### config.mk
export PLATFORM = sky130hd
export DESIGN_NAME = upscale_pipe
export DESIGN_NICKNAME = d
export VERILOG_FILES = /design/src/rtl/upscale_pkg.sv /design/src/rtl/pipe_delay.sv /design/src/rtl/upscale_pipe.sv
export SDC_FILE = /design/constraint.sdc
export NUM_CORES = 1
export LEC_CHECK = 0
export ABC_AREA = 1
export BUFFER_PORTS_ARGS = -buffer_cell sky130_fd_sc_hd__buf_2
export CELL_PAD_IN_SITES_DETAIL_PLACEMENT = 0
export CELL_PAD_IN_SITES_GLOBAL_PLACEMENT = 1
export CORE_ASPECT_RATIO = 1.25
export CORE_UTILIZATION = 37
export DETAILED_ROUTE_END_ITERATION = 12
export PLACE_DENSITY = 0.83
export SYNTH_ARGS = -nofsm -noshare
export SYNTH_HDL_FRONTEND = slang
export SYNTH_SLANG_ARGS = --single-unit
### constraint.sdc
create_clock -name clk_in -period 2.2 [get_ports clk_in]
set_input_delay 0.55 -clock clk_in [delete_from_list [all_inputs] [get_ports clk_in]]
set_output_delay 0.55 -clock clk_in [all_outputs]
set_load 0.05 [all_outputs]
### src/rtl/upscale_pkg.sv
// Shared constants, widths and config record for the raster-to-frame-buffer scaler.
package upscale_pkg;

  localparam int H_ACTIVE_DEF  = 1280;
  localparam int V_ACTIVE_DEF  = 720;
  localparam int FB_WIDTH_DEF  = 320;
  localparam int FB_HEIGHT_DEF = 180;

  localparam int HC_W    = 11;
  localparam int VC_W    = 10;
  localparam int SHIFT_W = 2;
  // Sums are one bit wider than the raster counters so a large pan never wraps
  // back into the valid range.
  localparam int X_SUM_W = HC_W + 1;
  localparam int Y_SUM_W = VC_W + 1;

  typedef struct packed {
    logic [SHIFT_W-1:0] shift;
    logic [HC_W-1:0]    off_x;
    logic [VC_W-1:0]    off_y;
  } upscale_cfg_t;

  // Requests above the supported maximum saturate rather than alias.
  function automatic logic [SHIFT_W-1:0] clamp_shift(input logic [SHIFT_W-1:0] req,
                                                     input int max_shift);
    if (int'(req) > max_shift) return SHIFT_W'(max_shift);
    return req;
  endfunction

endpackage

### src/rtl/pipe_delay.sv
// Fixed-depth register delay line with synchronous clear.
module pipe_delay #(
  parameter int WIDTH = 1,
  parameter int DEPTH = 1
) (
  input  logic             clk_in,
  input  logic             rst_in,
  input  logic [WIDTH-1:0] d_in,
  output logic [WIDTH-1:0] d_out
);

  logic [WIDTH-1:0] stage_q [DEPTH];

  // Shift the bus one stage per clock; reset flushes every stage.
  always_ff @(posedge clk_in) begin
    if (rst_in) begin
      for (int i = 0; i < DEPTH; i++) stage_q[i] <= '0;
    end else begin
      stage_q[0] <= d_in;
      for (int i = 1; i < DEPTH; i++) stage_q[i] <= stage_q[i-1];
    end
  end

  assign d_out = stage_q[DEPTH-1];

endmodule

### src/rtl/upscale_pipe.sv
// Three-stage raster-to-frame-buffer coordinate and address mapper with
// frame-synchronous scale/pan configuration.
module upscale_pipe
  import upscale_pkg::*;
#(
  parameter int H_ACTIVE    = H_ACTIVE_DEF,
  parameter int V_ACTIVE    = V_ACTIVE_DEF,
  parameter int FB_WIDTH    = FB_WIDTH_DEF,
  parameter int FB_HEIGHT   = FB_HEIGHT_DEF,
  parameter int MAX_SHIFT   = 3,
  parameter int RESET_SHIFT = 2
) (
  input  logic                                   clk_in,
  input  logic                                   rst_in,
  input  logic [10:0]                            hcount_in,
  input  logic [9:0]                             vcount_in,
  input  logic                                   hsync_in,
  input  logic                                   vsync_in,
  input  logic                                   blank_in,
  input  logic                                   new_frame_in,
  input  logic [1:0]                             shift_req_in,
  input  logic [10:0]                            off_x_in,
  input  logic [9:0]                             off_y_in,
  output logic [10:0]                            fb_x_out,
  output logic [9:0]                             fb_y_out,
  output logic [$clog2(FB_WIDTH*FB_HEIGHT)-1:0]  fb_addr_out,
  output logic                                   valid_addr_out,
  output logic                                   hsync_out,
  output logic                                   vsync_out,
  output logic                                   blank_out,
  output logic [1:0]                             shift_active_out
);

  localparam int ADDR_W = $clog2(FB_WIDTH*FB_HEIGHT);

  upscale_cfg_t         cfg_d, cfg_q;
  logic [X_SUM_W-1:0]   x1_d, x1_q;
  logic [Y_SUM_W-1:0]   y1_d, y1_q;
  logic                 win1_d, win1_q;
  logic                 ok2_d, ok2_q;
  logic [ADDR_W-1:0]    row2_d, row2_q;
  logic [HC_W-1:0]      x2_d, x2_q;
  logic [VC_W-1:0]      y2_d, y2_q;
  logic [HC_W-1:0]      x3_d, x3_q;
  logic [VC_W-1:0]      y3_d, y3_q;
  logic [ADDR_W-1:0]    addr3_d, addr3_q;
  logic                 ok3_d, ok3_q;
  logic [2:0]           sync_out;

  // Next-state for the shadow config and all three datapath stages. Stage 1
  // uses cfg_q, so a sample coincident with the strobe still sees the old frame's config.
  always_comb begin
    cfg_d = cfg_q;
    if (new_frame_in) begin
      cfg_d.shift = clamp_shift(shift_req_in, MAX_SHIFT);
      cfg_d.off_x = off_x_in;
      cfg_d.off_y = off_y_in;
    end

    win1_d = (int'(hcount_in) < H_ACTIVE) && (int'(vcount_in) < V_ACTIVE);
    x1_d   = X_SUM_W'(hcount_in >> cfg_q.shift) + X_SUM_W'(cfg_q.off_x);
    y1_d   = Y_SUM_W'(vcount_in >> cfg_q.shift) + Y_SUM_W'(cfg_q.off_y);

    ok2_d  = win1_q && (int'(x1_q) < FB_WIDTH) && (int'(y1_q) < FB_HEIGHT);
    // Truncation is harmless: row and x are only used when ok2 proves them in range.
    row2_d = ADDR_W'(int'(y1_q) * FB_WIDTH);
    x2_d   = x1_q[HC_W-1:0];
    y2_d   = y1_q[VC_W-1:0];

    ok3_d   = ok2_q;
    addr3_d = ok2_q ? (row2_q + ADDR_W'(x2_q)) : '0;
    x3_d    = ok2_q ? x2_q : '0;
    y3_d    = ok2_q ? y2_q : '0;
  end

  // Register config and pipeline; reset flushes every stage and restores the default config.
  always_ff @(posedge clk_in) begin
    if (rst_in) begin
      cfg_q.shift <= SHIFT_W'(RESET_SHIFT);
      cfg_q.off_x <= '0;
      cfg_q.off_y <= '0;
      x1_q    <= '0;
      y1_q    <= '0;
      win1_q  <= 1'b0;
      ok2_q   <= 1'b0;
      row2_q  <= '0;
      x2_q    <= '0;
      y2_q    <= '0;
      x3_q    <= '0;
      y3_q    <= '0;
      addr3_q <= '0;
      ok3_q   <= 1'b0;
    end else begin
      cfg_q   <= cfg_d;
      x1_q    <= x1_d;
      y1_q    <= y1_d;
      win1_q  <= win1_d;
      ok2_q   <= ok2_d;
      row2_q  <= row2_d;
      x2_q    <= x2_d;
      y2_q    <= y2_d;
      x3_q    <= x3_d;
      y3_q    <= y3_d;
      addr3_q <= addr3_d;
      ok3_q   <= ok3_d;
    end
  end

  pipe_delay #(.WIDTH(3), .DEPTH(3)) u_sync_dly (
    .clk_in (clk_in),
    .rst_in (rst_in),
    .d_in   ({hsync_in, vsync_in, blank_in}),
    .d_out  (sync_out)
  );

  assign {hsync_out, vsync_out, blank_out} = sync_out;
  assign fb_x_out         = x3_q;
  assign fb_y_out         = y3_q;
  assign fb_addr_out      = addr3_q;
  assign valid_addr_out   = ok3_q;
  assign shift_active_out = cfg_q.shift;

endmodule
==> metrics.csv <==
stage;metric;value;unit
outcome;status;complete, but fails checks;
outcome;violations;design-rule violations;
power;p_switching;1717;uW
synthesis;syn_nets;863;
cts;htree_levels;4;
synthesis;yosysWarnings;0;
sta;timing.final.max_slew_violations;0;
sta;skew;7.358;ps
drt;wl_per_cell;10.72;um
cts;hold_buffers;0;
sta;relSlewSlack;0.7231;
min_path;hold_class;in2reg;
drt;vias;4749;
worst_setup_path;critPathKind;reg2reg;
placement;portBuffers;92;
synthesis;synth_top_family_by_area;simple AND/OR/NAND/NOR gates;
drt;drc;3;
power;peakVddDrop;0.3639;mV
sta;max_freq;487.2;MHz
worst_setup_path;cp-start-kind;flop;
synthesis;synthArstFlopShare;0;
synthesis;synthesis.area;0.005632;sq mm
sta;hold_viol;0;
synthesis;yosys-top-cells-count;nor2_1, nand2_1, dfxtp_1;
placement;place_congestion;0.8429;
global_route;grtUsageTotal;0.1564;
synthesis;synthAdderAreaFrac;0.1009;
sta;setup_violations;0;
synthesis;ys_ff_latch;118;
flow_run;drv_cap;0;
worst_setup_path;rr_startpoint;shift_active_out[0];
worst_setup_path;endpoint_kind;flop;
power;p_seq_frac;0.379;
drt;wirelength;11.45;mm
worst_setup_path;arrival;2360;ps
global_route;grt.overflow.total;0;
synthesis;synth_top_cell_by_area;dfxtp_1;
power;pwr-share-clk;0.451;
floorplan;pin_count;93;
power;internal-power;4657;uW
min_path;hold_end;u_sync_dly.stage_q[0][0];
min_path;holdPathStages;3;
drt;drtPass1Iterations;10;
cts;cts_tree;yes;
floorplan;die_height;139.9;um
floorplan;core_area;0.01495;sq mm
synthesis;synthSimpleGateAreaFrac;0.2388;
synthesis;synthFlopType;dfxtp_1;
cells_and_area;nNetsFinal;966;
floorplan;dieWidth;112.3;um
cts;clk_pin_slew;60;ps
sta;fin_crit_sh;0.9330;
floorplan;num_rows;50;
sta;rsz0062_at_grt;true;
power;p_comb_frac;0.170;
min_path;hp-start;blank_in;
synthesis;synth_edf_count;0;
global_route;grt_pass1_wl;19.52;mm
cts;cts_buffer_depth;2;
power;p_leak;0.003588;uW
synthesis;synth_top_cells_by_area;dfxtp_1, nor2_1, nand2_1, ha_1, inv_1;
global_route;grt_max_degree;42;
power;switching_share;0.2694;
worst_setup_path;r2r_cells;12;
cts;clock_latency;410;ps
sta;setup_tns;0;ps
worst_setup_path;required;2500;ps
cells_and_area;num-fill-cells;1536;
synthesis;synthMuxAreaShare;0.01777;
global_route;antenna_found_initial;0;
drt;via_per_inst;4.447;
cts;cts_root_buf;clkbuf_16;
cells_and_area;final_layout_size_suffix_gt1_frac;0.1874;
sta;hold_slack;340.4;ps
synthesis;syn_avg_cell_area;7.314;sq um
sta;fin_crit;2053;ps
synthesis;synth_xor_area_frac;0.003110;
drt;drt_iter0_drc;212;
synthesis;netlist.area_leader.share;0.4195;
cells_and_area;diodes;0;
floorplan;initial_core_util;0.3767;
cells_and_area;syn_to_final_growth;23.46;%
power;powerDensity;916.8;mW/mm^2
synthesis;synth_compound_area_frac;0.1080;
synthesis;synthCells;770;
synthesis;synthDistinctLibCells;35;
worst_setup_path;r2r_slack;150;ps
drt;drtAntennaViolNets;0;
cts;cts_sinks;118;
global_route;first_global_vias;4378;
cts;cts_inserted_buffers;17;
synthesis;ys_seq_area_frac;0.4195;
worst_setup_path;path_max_fanout;14;
synthesis;yosysMostFrequentCell;nor2_1;
worst_setup_path;reg2reg_to;x1_q[8];
placement;dp_hpwl;8.801;mm
sta;worst_slew_pin_slew;415.4;ps
floorplan;die-area;0.01572;sq mm
[kinds of logic after synthesis]
kind of cell	after synthesis
compound gates	113
fa+ha+maj	43
mux	10
flops	118
simple gates	336
buf+inv	148
xor+xnor	2
[power groups by stage]
stage / registers [uW] / clock network [uW] / logic (uW)
after detailed placement: 2460 / 0 / 1060
after floorplan: 2450 / 0 / 788
after global placement: 2460 / 0 / 1060
after CTS: 2420 / 2940 / 1070
after global routing: 2440 / 3060 / 1250
final: 2420 / 2870 / 1080
[worst max path at each step]
stage	cells past startpoint	end	from	slack [ps]
floorplan	13	y1_q[6]	shift_active_out[0]	120
global placement	12	y1_q[6]	vcount_in[1]	5
detailed placement	11	x1_q[8]	hcount_in[2]	-20
CTS	12	y1_q[6]	shift_active_out[0]	30
global route	12	y1_q[8]	shift_active_out[0]	-30
finish	12	x1_q[8]	shift_active_out[0]	150
[stage by stage]
stage	instances	setup WS (ps)	power [uW]	area, sq um	util
final	1068	147.4	6374	6953	0.4650
after global routing	1068	-27.44	6751	6953	0.4650
after floorplan	770	120.3	3240	5632	-
after global placement	1035	4.843	3522	6287	0.4205
after CTS	1067	27.06	6432	6910	0.4622
after detailed placement	1035	-24.27	3522	6287	0.4205
[sequential cells by signal, indices dropped and copies added (netlist names), 2 cells and up]
name	flops
x1_q	12
u_sync_dly.stage_q	9
fb_x_out	11
shift_active_out	2
y2_q	8
fb_addr_out	10
y1_q	11
cfg_q	21
row2_q	10
fb_y_out	10
x2_q	11
[worst max-delay path: stages (launching register included)]
cell and delay [ps]:
dfxtp_2 370, buf_8 150, nand2_1 60, o21ai_1 110
a22oi_1 100, ha_1 230, fa_1 430, nand2_1 110
nand3_1 100, nand3_1 110, nand3_1 80, nand2_1 60
nor2_1 30
[placed cells by master, fill, tap and decap left out, types with 9 or more instances in the layout]
master       n
clkbuf_16   17
nand2_1    135
inv_1      116
nand3_1     30
dfxtp_1    117
mux2i_1      9
buf_2       92
a21oi_1     40
buf_4       19
o21ai_0     52
ha_1        38
nor2_1     151
[metal layers]
metal | GRT usage | vias up | part of all wire
met3 | 0.04241 | 12 | 0.047
met1 | 0.1869 | 2025 | 0.48
li1 | - | 2607 | -
met4 | 0.06737 | 0 | 0.015
met2 | 0.2632 | 105 | 0.46
met5 | 0 | - | 0
[what timing repair did]
action                     4_1_cts  5_1_grt
gates resized for setup          0       12
setup endpoints to repair        0       13
buffers inserted                 0        1
[cell type report]
class | instances | area, sq um | area share
Clock inverter | 12 | 176.4 | 0.02537
Timing Repair Buffer | 113 | 629.4 | 0.09052
Inverter | 119 | 447.9 | 0.06442
Tap cell | 182 | 227.7 | 0.03275
Multi-Input combinational cell | 504 | 2661 | 0.3828
Sequential cell | 118 | 2364 | 0.3399
Clock buffer | 20 | 446.7 | 0.06424
No activity file was read; power rests on OpenSTA's default activity.
